===== src/rtl/pe_feeder_pkg.sv =====
// Shared constants for the PE feeder: FSM state encoding and the PE pipeline depth.
package pe_feeder_pkg;

   localparam int MUL_LAT = 3;
   localparam int PE_LAT  = MUL_LAT + 1;

   typedef enum logic [2:0] {
      ST_IDLE  = 3'd0,
      ST_READ  = 3'd1,
      ST_ISSUE = 3'd2,
      ST_WAIT  = 3'd3,
      ST_FIN   = 3'd4
   } state_t;

endpackage


===== src/rtl/pe_feeder_addr_gen.sv =====
// Operand address counters for the data and weight SRAMs (base + element index, wrapping).
module pe_feeder_addr_gen #(
   parameter int ADDR_WIDTH = 10
)(
   input  logic                  clk,
   input  logic                  rst,
   input  logic                  load,
   input  logic                  step,
   input  logic [ADDR_WIDTH-1:0] data_base,
   input  logic [ADDR_WIDTH-1:0] weight_base,
   output logic [ADDR_WIDTH-1:0] data_addr,
   output logic [ADDR_WIDTH-1:0] weight_addr
);

   always_ff @(posedge clk or negedge rst) begin
      if (!rst) begin
         data_addr   <= '0;
         weight_addr <= '0;
      end else if (load) begin
         data_addr   <= data_base;
         weight_addr <= weight_base;
      end else if (step) begin
         data_addr   <= data_addr + 1'b1;
         weight_addr <= weight_addr + 1'b1;
      end
   end

endmodule


===== src/rtl/pe_feeder.sv =====
// Feeds one PE a length-N dot product from two operand SRAMs, one element in flight at a time.
// Defining PE_FEEDER_TIMEOUT_EN adds a watchdog on the PE return and the sticky o_err output.
module pe_feeder
   import pe_feeder_pkg::*;
#(
   parameter int BIT_WIDTH  = 8,
   parameter int ADDR_WIDTH = 10,
   parameter int LEN_WIDTH  = 10
`ifdef PE_FEEDER_TIMEOUT_EN
   ,parameter int TIMEOUT   = 16
`endif
)(
   input  logic                  clk,
   input  logic                  rst,
   input  logic                  i_start,
   input  logic [LEN_WIDTH-1:0]  i_len,
   input  logic [ADDR_WIDTH-1:0] i_data_base,
   input  logic [ADDR_WIDTH-1:0] i_weight_base,
   output logic [ADDR_WIDTH-1:0] o_data_addr,
   output logic                  o_data_ren,
   input  logic [BIT_WIDTH-1:0]  i_data_rdata,
   output logic [ADDR_WIDTH-1:0] o_weight_addr,
   output logic                  o_weight_ren,
   input  logic [BIT_WIDTH-1:0]  i_weight_rdata,
   output logic [BIT_WIDTH-1:0]  o_data,
   output logic                  o_data_val,
   output logic [BIT_WIDTH-1:0]  o_weight,
   output logic                  o_weight_val,
   output logic [BIT_WIDTH-1:0]  o_psum,
   output logic                  o_psum_val,
   input  logic [BIT_WIDTH-1:0]  i_psum,
   input  logic                  i_psum_val,
   output logic                  o_busy,
   output logic [BIT_WIDTH-1:0]  o_result,
   output logic                  o_done
`ifdef PE_FEEDER_TIMEOUT_EN
   ,output logic                 o_err
`endif
);

   state_t               state;
   logic [LEN_WIDTH-1:0] len;
   logic [LEN_WIDTH-1:0] count;
   logic [BIT_WIDTH-1:0] acc;
   logic                 ren;
   logic                 opnd_val;
   logic                 accept;
   logic                 step;
   logic                 abort;

   // o_done marks the first IDLE cycle after FIN; a start seen then is dropped.
   assign accept = (state == ST_IDLE) && i_start && !o_done;
   assign step   = (state == ST_WAIT) && i_psum_val && !abort;

`ifdef PE_FEEDER_TIMEOUT_EN
   localparam int WDOG_W = $clog2(TIMEOUT + 1);
   logic [WDOG_W-1:0] wdog;
   assign abort = (state == ST_WAIT) && (wdog == WDOG_W'(TIMEOUT - 1));
`else
   assign abort = 1'b0;
`endif

   pe_feeder_addr_gen #(.ADDR_WIDTH(ADDR_WIDTH)) u_addr_gen (
      .clk         (clk),
      .rst         (rst),
      .load        (accept),
      .step        (step),
      .data_base   (i_data_base),
      .weight_base (i_weight_base),
      .data_addr   (o_data_addr),
      .weight_addr (o_weight_addr)
   );

   // SRAM data is only valid in ISSUE, so the operands pass straight through, gated by the strobe.
   assign o_data_ren   = ren;
   assign o_weight_ren = ren;
   assign o_data_val   = opnd_val;
   assign o_weight_val = opnd_val;
   assign o_data       = opnd_val ? i_data_rdata : '0;
   assign o_weight     = opnd_val ? i_weight_rdata : '0;
   assign o_psum       = acc;

   always_ff @(posedge clk or negedge rst) begin
      if (!rst) begin
         state      <= ST_IDLE;
         len        <= '0;
         count      <= '0;
         acc        <= '0;
         ren        <= 1'b0;
         opnd_val   <= 1'b0;
         o_psum_val <= 1'b0;
         o_busy     <= 1'b0;
         o_result   <= '0;
         o_done     <= 1'b0;
`ifdef PE_FEEDER_TIMEOUT_EN
         wdog       <= '0;
         o_err      <= 1'b0;
`endif
      end else begin
         o_done <= 1'b0;
         case (state)
            ST_IDLE: begin
               if (accept) begin
                  len    <= i_len;
                  count  <= '0;
                  acc    <= '0;
                  o_busy <= 1'b1;
`ifdef PE_FEEDER_TIMEOUT_EN
                  o_err  <= 1'b0;
`endif
                  if (i_len == '0) begin
                     state <= ST_FIN;
                  end else begin
                     state <= ST_READ;
                     ren   <= 1'b1;
                  end
               end
            end
            ST_READ: begin
               ren      <= 1'b0;
               opnd_val <= 1'b1;
               state    <= ST_ISSUE;
            end
            ST_ISSUE: begin
               opnd_val   <= 1'b0;
               o_psum_val <= 1'b1;
               state      <= ST_WAIT;
`ifdef PE_FEEDER_TIMEOUT_EN
               wdog       <= '0;
`endif
            end
            ST_WAIT: begin
               if (abort) begin
                  o_psum_val <= 1'b0;
                  o_busy     <= 1'b0;
                  state      <= ST_IDLE;
`ifdef PE_FEEDER_TIMEOUT_EN
                  o_err      <= 1'b1;
`endif
               end else if (i_psum_val) begin
                  acc        <= i_psum;
                  count      <= count + 1'b1;
                  o_psum_val <= 1'b0;
                  if (count + 1'b1 == len) begin
                     state <= ST_FIN;
                  end else begin
                     state <= ST_READ;
                     ren   <= 1'b1;
                  end
               end
`ifdef PE_FEEDER_TIMEOUT_EN
               else begin
                  wdog <= wdog + 1'b1;
               end
`endif
            end
            ST_FIN: begin
               o_result <= acc;
               o_done   <= 1'b1;
               o_busy   <= 1'b0;
               state    <= ST_IDLE;
            end
            default: state <= ST_IDLE;
         endcase
      end
   end

endmodule


===== config.mk =====
export PLATFORM = sky130hd
export DESIGN_NAME = pe_feeder
export DESIGN_NICKNAME = d
export VERILOG_FILES = /design/src/rtl/pe_feeder_pkg.sv /design/src/rtl/pe_feeder_addr_gen.sv /design/src/rtl/pe_feeder.sv
export SDC_FILE = /design/constraint.sdc
export NUM_CORES = 1
export LEC_CHECK = 0
export ABC_AREA = 1
export CORE_MARGIN = 2
export CORE_UTILIZATION = 45
export DETAILED_ROUTE_END_ITERATION = 10
export PLACE_DENSITY_LB_ADDON = 0.1
export SLEW_MARGIN = 30
export SYNTH_ARGS = -nofsm -noshare
export SYNTH_HDL_FRONTEND = slang
export SYNTH_SLANG_ARGS = --single-unit

===== constraint.sdc =====
create_clock -name clk -period 2.31 [get_ports clk]
set_input_delay 0.5775 -clock clk [delete_from_list [all_inputs] [get_ports clk]]
set_output_delay 0.5775 -clock clk [all_outputs]
set_load 0.01 [all_outputs]

==> out/results.tsv, run 1 <==
stage	metric	value	unit
clocking	postcts setup bufs	0	
route	Detailed Routing Iterations Pass 1	4	
worst_setup_path	Worst R2R Setup Slack	420	ps
sta	setup_tns	0	ps
power	internal power	3.39	mW
synthesis	synthesized area per cell	7.66	sq um
worst_hold_path	HP Class	in -> async	
clocking	CTS H-tree depth	3	
power	pwr dens	1130	mW/mm^2
worst_setup_path	r2r worst-path depth	11	
worst_setup_path	reg2reg start	count[0]$_DFFE_PN0P_	
sta	Slew Limit Fails	0	
clocking	Clk pin slew, worst setup/hold paths	70	ps
global_route	vias in the first global route	3119	
sta	fmax	0.441	GHz
power	peak supply drop	534	uV
worst_setup_path	CP Max Fanout	1	
worst_setup_path	cell chain of the critical path	clkdlybuf4s50_1 > nand2_1 > inv_1 > clkdlybuf4s50_1	
sta	Worst slew margin	64.9	%
synthesis	ys async rst share	100	%
worst_setup_path	FF-to-FF End	o_data_ren$_DFFE_PN0P_	
worst_setup_path	CP most frequent cell	clkdlybuf4s50_1	
floorplan	Die X-Extent	91.8	um
sta	final clock skew	4.71	ps
worst_setup_path	Worst path depth	4	
sta	final critical-path share of the clock period	98.2	%
sta	Least-Margin Pin Slew	525	ps
floorplan	Die ar.	0.00843	sq mm
placed_design	DP Worst Slack	20.2	ps
synthesis	Primary FF master, synth	dfrtp_1	
floorplan	die height	91.8	um
route	post-detailed-route count of antenna-violating nets	0	
global_route	initial antenna violation count	0	
route	Vias	3340	
clocking	Sink Count	64	
worst_setup_path	Worst Setup EP	o_data[0]	
global_route	largest net degree at the start of global routing	31	
route	drt total wl	8.47	mm
worst_setup_path	crit path launch type	primary input	
clocking	CTS tree	yes	
worst_setup_path	Critical Path AT	1690	ps
finish	final core utilization	64.9	%
synthesis	post-synthesis register bit count	64	
synthesis	Synthesis Warnings	0	
floorplan	I/O Pins	117	
clocking	clock root buffer	clkbuf_8	
worst_setup_path	critical path's largest stage delay	530	ps
power	clock power share	17.4	%
route	vias per cell	4.93	
synthesis	Post-Syn Area	0.00347	sq mm
finish	antenna cell count	0	
synthesis	Post-Syn Instances	453	
route	drt initial violations	117	
power	Gate power share	48.0	%
power	Pwr Total	5.58	mW
sta	Fin Hold WS	197	ps
floorplan	Initial Util	45.6	%
worst_setup_path	WS Path Type	in -> out	
floorplan	Rows	32	
worst_setup_path	CP Launch Point	i_data_rdata[0]	
placed_design	dpl hpwl	6.36	mm
clocking	maximum clock insertion buffer count	2	
outcome	status	complete, no violations	
route	Wirelength per Cell	12.5	um
global_route	first-pass GRT wire length	14.2	mm
clocking	CTS buffer count	9	
finish	Area Overhead vs Synth	42.4	%
worst_setup_path	Crit. End Element	primary output	
route	drt drc	0	
run	MaxCap Viol Count	0	
sta	Final Worst Setup Slack	40.6	ps
global_route	gr usage total	21.0	%
power	Net Sw Power	2.20	mW
global_route	gr ovfl total	0	
placed_design	# port buffers	116	
worst_setup_path	CP max stage cell	clkdlybuf4s50_1	
power	Sequential Power Share	34.7	%
synthesis	post-synth cell types	35	
synthesis	Synth Net Count	514	
sta	Final Hold Vio Count	0	
finish	Final #Nets	632	
placed_design	routability congestion estimate	0.818	
finish	layout cell share with drive strength beyond 1	7.99	%
sta	RSZ-0062 raised after global routing	false	
sta	setup violators final	0	
worst_setup_path	Bufs and invs on worst path	3	
synthesis	EDFF count, synth	0	
sta	min Tclk post-route	2270	ps
clocking	cts hold-fix bufs	0	
synthesis	register area share after synthesis	46.2	%
floorplan	Core Footprint	0.00761	sq mm
worst_setup_path	cell family with most CP delay	buffers and inverters	
power	switching share of power	39.3	%
worst_setup_path	Required @ worst endpoint	1730	ps
power	leakage	2.38	nW
clocking	Clk Latency, worst-skew pair	330	ps
-- registers in the layout, indices dropped and copies added (netlist names) --
name / flops
u_addr_gen.weight_addr: 10
o_psum_val: 1
o_data_val: 1
len: 10
count: 10
u_addr_gen.data_addr: 10
o_done: 1
o_busy: 1
o_data_ren: 1
state: 3
o_result: 8
o_psum: 8
-- metal layers --
layer | GRT usage [%] | part of all wire (%) | routed length, um
met1 | 28.1 | 47 | 3960
met2 | 33.9 | 46 | 3880
met3 | 4.93 | 5.8 | 489
met4 | 6.59 | 1.7 | 144
met5 | 0 | 0 | 0
-- cell families (layout without fill, tap and decap cells) --
kind of cell               Yosys count  after routing  synth area share, %
and+or+nand+nor                    219            219                 27.3
buffers and inverters               88            211                 11.0
AOI/OAI and AO/OA                   71             71                 12.4
DFF                                 64             64                 46.2
xor gates and xnor gates             8              8                 2.02
adders and majority gates            3              3                 1.08
-- layout make-up --
| cell class | count | area [sq um] |
|---|---|---|
| clock inverters | 3 | 40.0 |
| fillers | 647 | 2670 |
| well taps | 102 | 128 |
| inverters | 71 | 269 |
| repair buffers | 124 | 1250 |
| multi-input cells | 301 | 1490 |
| clock buffers | 13 | 159 |
| flip-flops and latches | 64 | 1600 |
-- repair_timing --
item                                    4_1_cts  5_1_grt
gates cloned                                  0        0
endpoints found under the setup margin       16        5
pin swaps                                     0        0
resized for setup                             1        5
-- worst min-delay path by stage --
stage / from / to / slack [ps] / depth (start not counted)
final: rst / o_psum[5]$_DFFE_PN0P_ / 200 / 1
after global routing: rst / o_psum[5]$_DFFE_PN0P_ / 220 / 1
after CTS: rst / o_result[6]$_DFFE_PN0P_ / 210 / 1
after detailed placement: o_psum_val$_DFFE_PN0P_ / o_psum_val$_DFFE_PN0P_ / 470 / 2
after global placement: o_psum_val$_DFFE_PN0P_ / o_psum_val$_DFFE_PN0P_ / 470 / 2
after floorplan: rst / count[0]$_DFFE_PN0P_ / 280 / 0
-- Yosys cell counts (2+ instances only) --
master / instances / share of area [%]
a31oi_1: 4 / 0.72
xnor2_1: 4 / 1.0
o21ai_1: 16 / 2.3
nor2_4: 3 / 0.97
a21oi_1: 5 / 0.72
o211ai_1: 6 / 1.3
nand2_2: 2 / 0.36
clkbuf_1: 6 / 0.65
a211oi_1: 5 / 1.1
nand3b_1: 2 / 0.43
inv_1: 64 / 6.9
o211ai_2: 2 / 0.72
buf_4: 4 / 0.87
inv_2: 6 / 0.65
nand3_1: 23 / 3.3
buf_2: 3 / 0.43
buf_6: 4 / 1.3
xor2_1: 4 / 1.0
dfrtp_1: 64 / 46
nand4_1: 7 / 1.3
nor2_2: 2 / 0.36
nand2_1: 139 / 15
nor2_1: 31 / 3.4
o22ai_1: 6 / 1.1
ha_1: 3 / 1.1
nor3_1: 6 / 0.87
o21ai_0: 24 / 3.5
-- worst register-to-register path, cell delays in order, from the launching register on --
cell	delay (ps)
dfrtp_1	460
ha_1	250
nand2_1	120
inv_2	70
nor2_1	170
nor2_1	60
nor2_1	110
nand2_1	50
nor2_1	160
nand4_2	160
nand4_1	110
nand2_1	60
-- cell usage in the layout (no fill, tap or decap), types with 2 or more instances in the layout --
master	netlist	routed
nand2_1	139	139
nand3b_1	2	2
a31oi_1	4	4
o21ai_0	24	24
a21oi_1	5	5
buf_12	0	2
a211oi_1	5	5
o211ai_1	6	6
inv_1	64	64
nand3_1	23	23
ha_1	3	3
dfrtp_1	64	63
nand4_1	7	7
clkdlybuf4s50_1	0	110
nor2_4	3	3
clkbuf_1	6	2
nand2_2	2	2
o211ai_2	2	2
buf_4	4	6
nor3_1	6	6
dlymetal6s2s_1	0	5
clkinv_2	0	2
xnor2_1	4	4
o22ai_1	6	6
o21ai_1	16	16
nor2_1	31	31
inv_2	6	6
clkbuf_8	0	11
xor2_1	4	4
nor2_2	2	2
-- power groups by stage --
stage	logic (mW)	clock network (mW)	registers [mW]
finish	2.68	0.968	1.94
global route	2.98	1.06	2.00
CTS	2.71	0.992	1.94
detailed placement	2.69	0	1.95
global placement	2.63	0	1.93
floorplan	1.52	0	1.96
-- through the flow --
stage	instances	cell area [sq um]
final	678	4940
after global routing	678	4940
after CTS	678	4920
after detailed placement	662	4720
after global placement	662	4720
after floorplan	453	3470
Power figures use the tool's default switching activity.
==> run 2, diff against run 1 <==
--- a/config.mk
+++ b/config.mk
@@ -13,4 +13,5 @@
 export SLEW_MARGIN = 30
 export SYNTH_ARGS = -nofsm -noshare
 export SYNTH_HDL_FRONTEND = slang
+export SYNTH_HIERARCHICAL = 1
 export SYNTH_SLANG_ARGS = --single-unit
==> run 2 against run 1 <==
  * Setup slack improved by 4.8 ps
  * Register-to-register slack about the same
  * Cell area rose by 5.0%
  * Clock-buffer cell count down 4
  * First-iteration DRC count rose by 21%
  * Largest cell class is now multi-input combinational cells
  * Power grew 5.3%
  * Critical endpoint is now o_data[3]
  * Synthesized area is 4.4% higher
  * Non-clock buffer count up 3
  * Final cell count is 4.4% higher
==> out/results.tsv, run 2 <==
stage	metric	value	unit	change
outcome	status	complete, no violations		
power	leakage	2.50	nW	+5.0%
worst_setup_path	Crit. End Element	primary output		
synthesis	EDFF count, synth	0		unchanged
synthesis	Post-Syn Area	0.00362	sq mm	+4.4%
route	post-detailed-route count of antenna-violating nets	0		unchanged
clocking	postcts setup bufs	0		unchanged
route	drt initial violations	141		+21%
route	drt total wl	9.08	mm	+7.2%
synthesis	Synth top area share	44.2	%	-1.9 points
global_route	gr ovfl total	0		unchanged
power	pwr dens	1130	mW/mm^2	+0.31%
finish	commonest non-fill, non-tap cell in the layout	nand2_1		
floorplan	Die X-Extent	93.7	um	+2.1%
floorplan	Initial Util	46.6	%	+1.0 points
finish	Area Overhead vs Synth	43.2	%	
finish	Final #Nets	662		+4.7%
sta	RSZ-0062 raised after global routing	false		
worst_setup_path	Critical Path AT	1690	ps	about the same
global_route	first-pass GRT wire length	14.8	mm	+3.8%
synthesis	post-synthesis register bit count	64		unchanged
floorplan	die height	93.7	um	+2.1%
floorplan	I/O Pins	117		unchanged
synthesis	commonest cells in the netlist	nand2_1, inv_1, dfrtp_1		
synthesis	ys async rst share	100	%	unchanged
sta	Worst slew margin	65.3	%	+0.36 points
worst_setup_path	Worst R2R Setup Slack	410	ps	about the same
global_route	vias in the first global route	3172		+1.7%
floorplan	Rows	32		unchanged
route	Detailed Routing Iterations Pass 1	4		unchanged
sta	fmax	0.442	GHz	+0.21%
synthesis	Post-Syn Instances	476		+5.1%
route	drt drc	0		unchanged
sta	setup_tns	0	ps	unchanged
synthesis	Primary FF master, synth	dfrtp_1		
route	Wirelength per Cell	12.8	um	+2.6%
global_route	initial antenna violation count	0		unchanged
sta	final clock skew	8.24	ps	+3.52 ps
placed_design	DP Worst Slack	11.3	ps	-8.89 ps
clocking	CTS H-tree depth	3		unchanged
synthesis	post-synth cell types	34		-2.9%
global_route	largest net degree at the start of global routing	33		+6.5%
power	Pwr Total	5.88	mW	+5.3%
placed_design	dpl hpwl	6.82	mm	+7.2%
synthesis	register area share after synthesis	44.2	%	-1.9 points
clocking	CTS buffer count	9		unchanged
synthesis	top post-synthesis cells by area	dfrtp_1, nand2_1, inv_1		
finish	Filler cells	662		+2.3%
finish	highest-count cells in the layout ignoring fill and taps	nand2_1, clkdlybuf4s50_1, inv_1		
clocking	Clk pin slew, worst setup/hold paths	80	ps	about the same
worst_setup_path	Required @ worst endpoint	1730	ps	about the same
sta	Slew Limit Fails	0		unchanged
finish	FF/Latch Area	0.00160	sq mm	unchanged
worst_setup_path	WS Path Type	in -> out		
sta	Fin Hold WS	113	ps	-83.5 ps
synthesis	leading area contributor after synthesis	dfrtp_1		
floorplan	Core Footprint	0.00777	sq mm	+2.1%
synthesis	Synth Net Count	537		+4.5%
floorplan	Die ar.	0.00878	sq mm	+4.2%
clocking	CTS tree	yes		
clocking	post-CTS sizing	1		unchanged
clocking	cts hold-fix bufs	0		unchanged
sta	final critical-path share of the clock period	98.0	%	-0.21 points
global_route	gr usage total	21.6	%	+0.64 points
placed_design	# port buffers	116		unchanged
worst_hold_path	HP Class	in -> async		
clocking	clock root buffer	clkbuf_8		
clocking	Clk Latency, worst-skew pair	350	ps	+20 ps
sta	Final Hold Vio Count	0		unchanged
sta	min Tclk post-route	2260	ps	-4.84 ps
sta	setup violators final	0		unchanged
clocking	Sink Count	64		unchanged
finish	layout cell share with drive strength beyond 1	11.2	%	+3.2 points
clocking	maximum clock insertion buffer count	2		unchanged
placed_design	routability congestion estimate	0.844		+3.2%
power	peak supply drop	541	uV	+1.3%
finish	antenna cell count	0		unchanged
synthesis	Synthesis Warnings	6		+6
route	vias per cell	4.89		-0.74%
route	Vias	3462		+3.7%
run	MaxCap Viol Count	0		unchanged
sta	Least-Margin Pin Slew	520	ps	-5.35 ps
finish	Multi-input gate area	0.00165	sq mm	+11%
worst_setup_path	crit path launch type	primary input		
worst_setup_path	CP Max Fanout	1		unchanged
synthesis	most frequent cell after synthesis	nand2_1		
synthesis	synthesized area per cell	7.60	sq um	-0.68%
sta	Final Worst Setup Slack	45.4	ps	+4.84 ps
==> run 2: kinds of logic (layout without fill, tap and decap cells) <==
family | Yosys count | in the layout | share of synthesized area (%)
DFF | 64 | 64 | 44.2
adders and majority gates | 3 | 3 | 1.04
and+or+nand+nor | 250 | 250 | 32.4
xor gates and xnor gates | 8 | 8 | 1.94
AOI/OAI and AO/OA | 64 | 64 | 10.2
buffers and inverters | 87 | 217 | 10.1
==> run 2: worst paths after layout <==
kind	start	to	depth (start not counted)
worst max-delay path	i_data_rdata[3]	o_data[3]	4
worst min-delay path	rst	o_psum[4]$_DFFE_PN0P_	1
worst max register to register	count[0]$_DFFE_PN0P_	state[0]$_DFFE_PN0P_	12
worst min register to register	o_psum_val$_DFFE_PN0P_	o_psum_val$_DFFE_PN0P_	2
max in group asynchronous	rst	u_addr_gen/data_addr[9]$_DFFE_PN0P_	2
min in group clk	o_psum_val$_DFFE_PN0P_	o_psum_val$_DFFE_PN0P_	2
==> run 2: worst max-delay path, cell delays in order <==
cell,delay [ps]
clkdlybuf4s50_1,460
nand2_1,50
inv_1,80
clkdlybuf4s50_1,530
==> run 2: area by class of cell <==
type / instances / area share, %
tap: 102 / 2.46
timing repair buffer: 127 / 24.6
clock inverter: 7 / 2.32
inverter: 74 / 5.41
multi-input combinational: 325 / 31.9
sequential: 64 / 30.9
clock buffer: 9 / 2.39
==> run 2: metal layers <==
metal / GRT usage, % / up-vias / wire (um)
met5: 0 / - / 0
li1: - / 1764 / -
met1: 28.3 / 1568 / 4170
met4: 9.06 / 0 / 184
met2: 34.4 / 115 / 4070
met3: 5.14 / 15 / 647
==> run 2: report_power, final <==
part	total, mW	switching [mW]	internal, mW
Clock	1.18	0.460	0.718
Sequential	1.99	0.468	1.53
Combinational	2.70	1.37	1.33
Total	5.88	2.30	3.58
==> run 2: stage by stage <==
stage | utilization (%) | area, sq um | instances
after floorplan | - | 3620 | 476
after global placement | 63.4 | 4920 | 692
after detailed placement | 63.4 | 4920 | 692
after CTS | 66.6 | 5170 | 708
after global routing | 66.7 | 5180 | 708
final | 66.7 | 5180 | 708
==> run 3, diff against run 2 <==
--- a/config.mk
+++ b/config.mk
@@ -6,6 +6,7 @@
 export NUM_CORES = 1
 export LEC_CHECK = 0
 export ABC_AREA = 1
+export CAP_MARGIN = 40
 export CORE_MARGIN = 2
 export CORE_UTILIZATION = 45
 export DETAILED_ROUTE_END_ITERATION = 10
==> results of run 3 <==
Same layout as run 2: the final DEF is identical, and so are final timing and power.
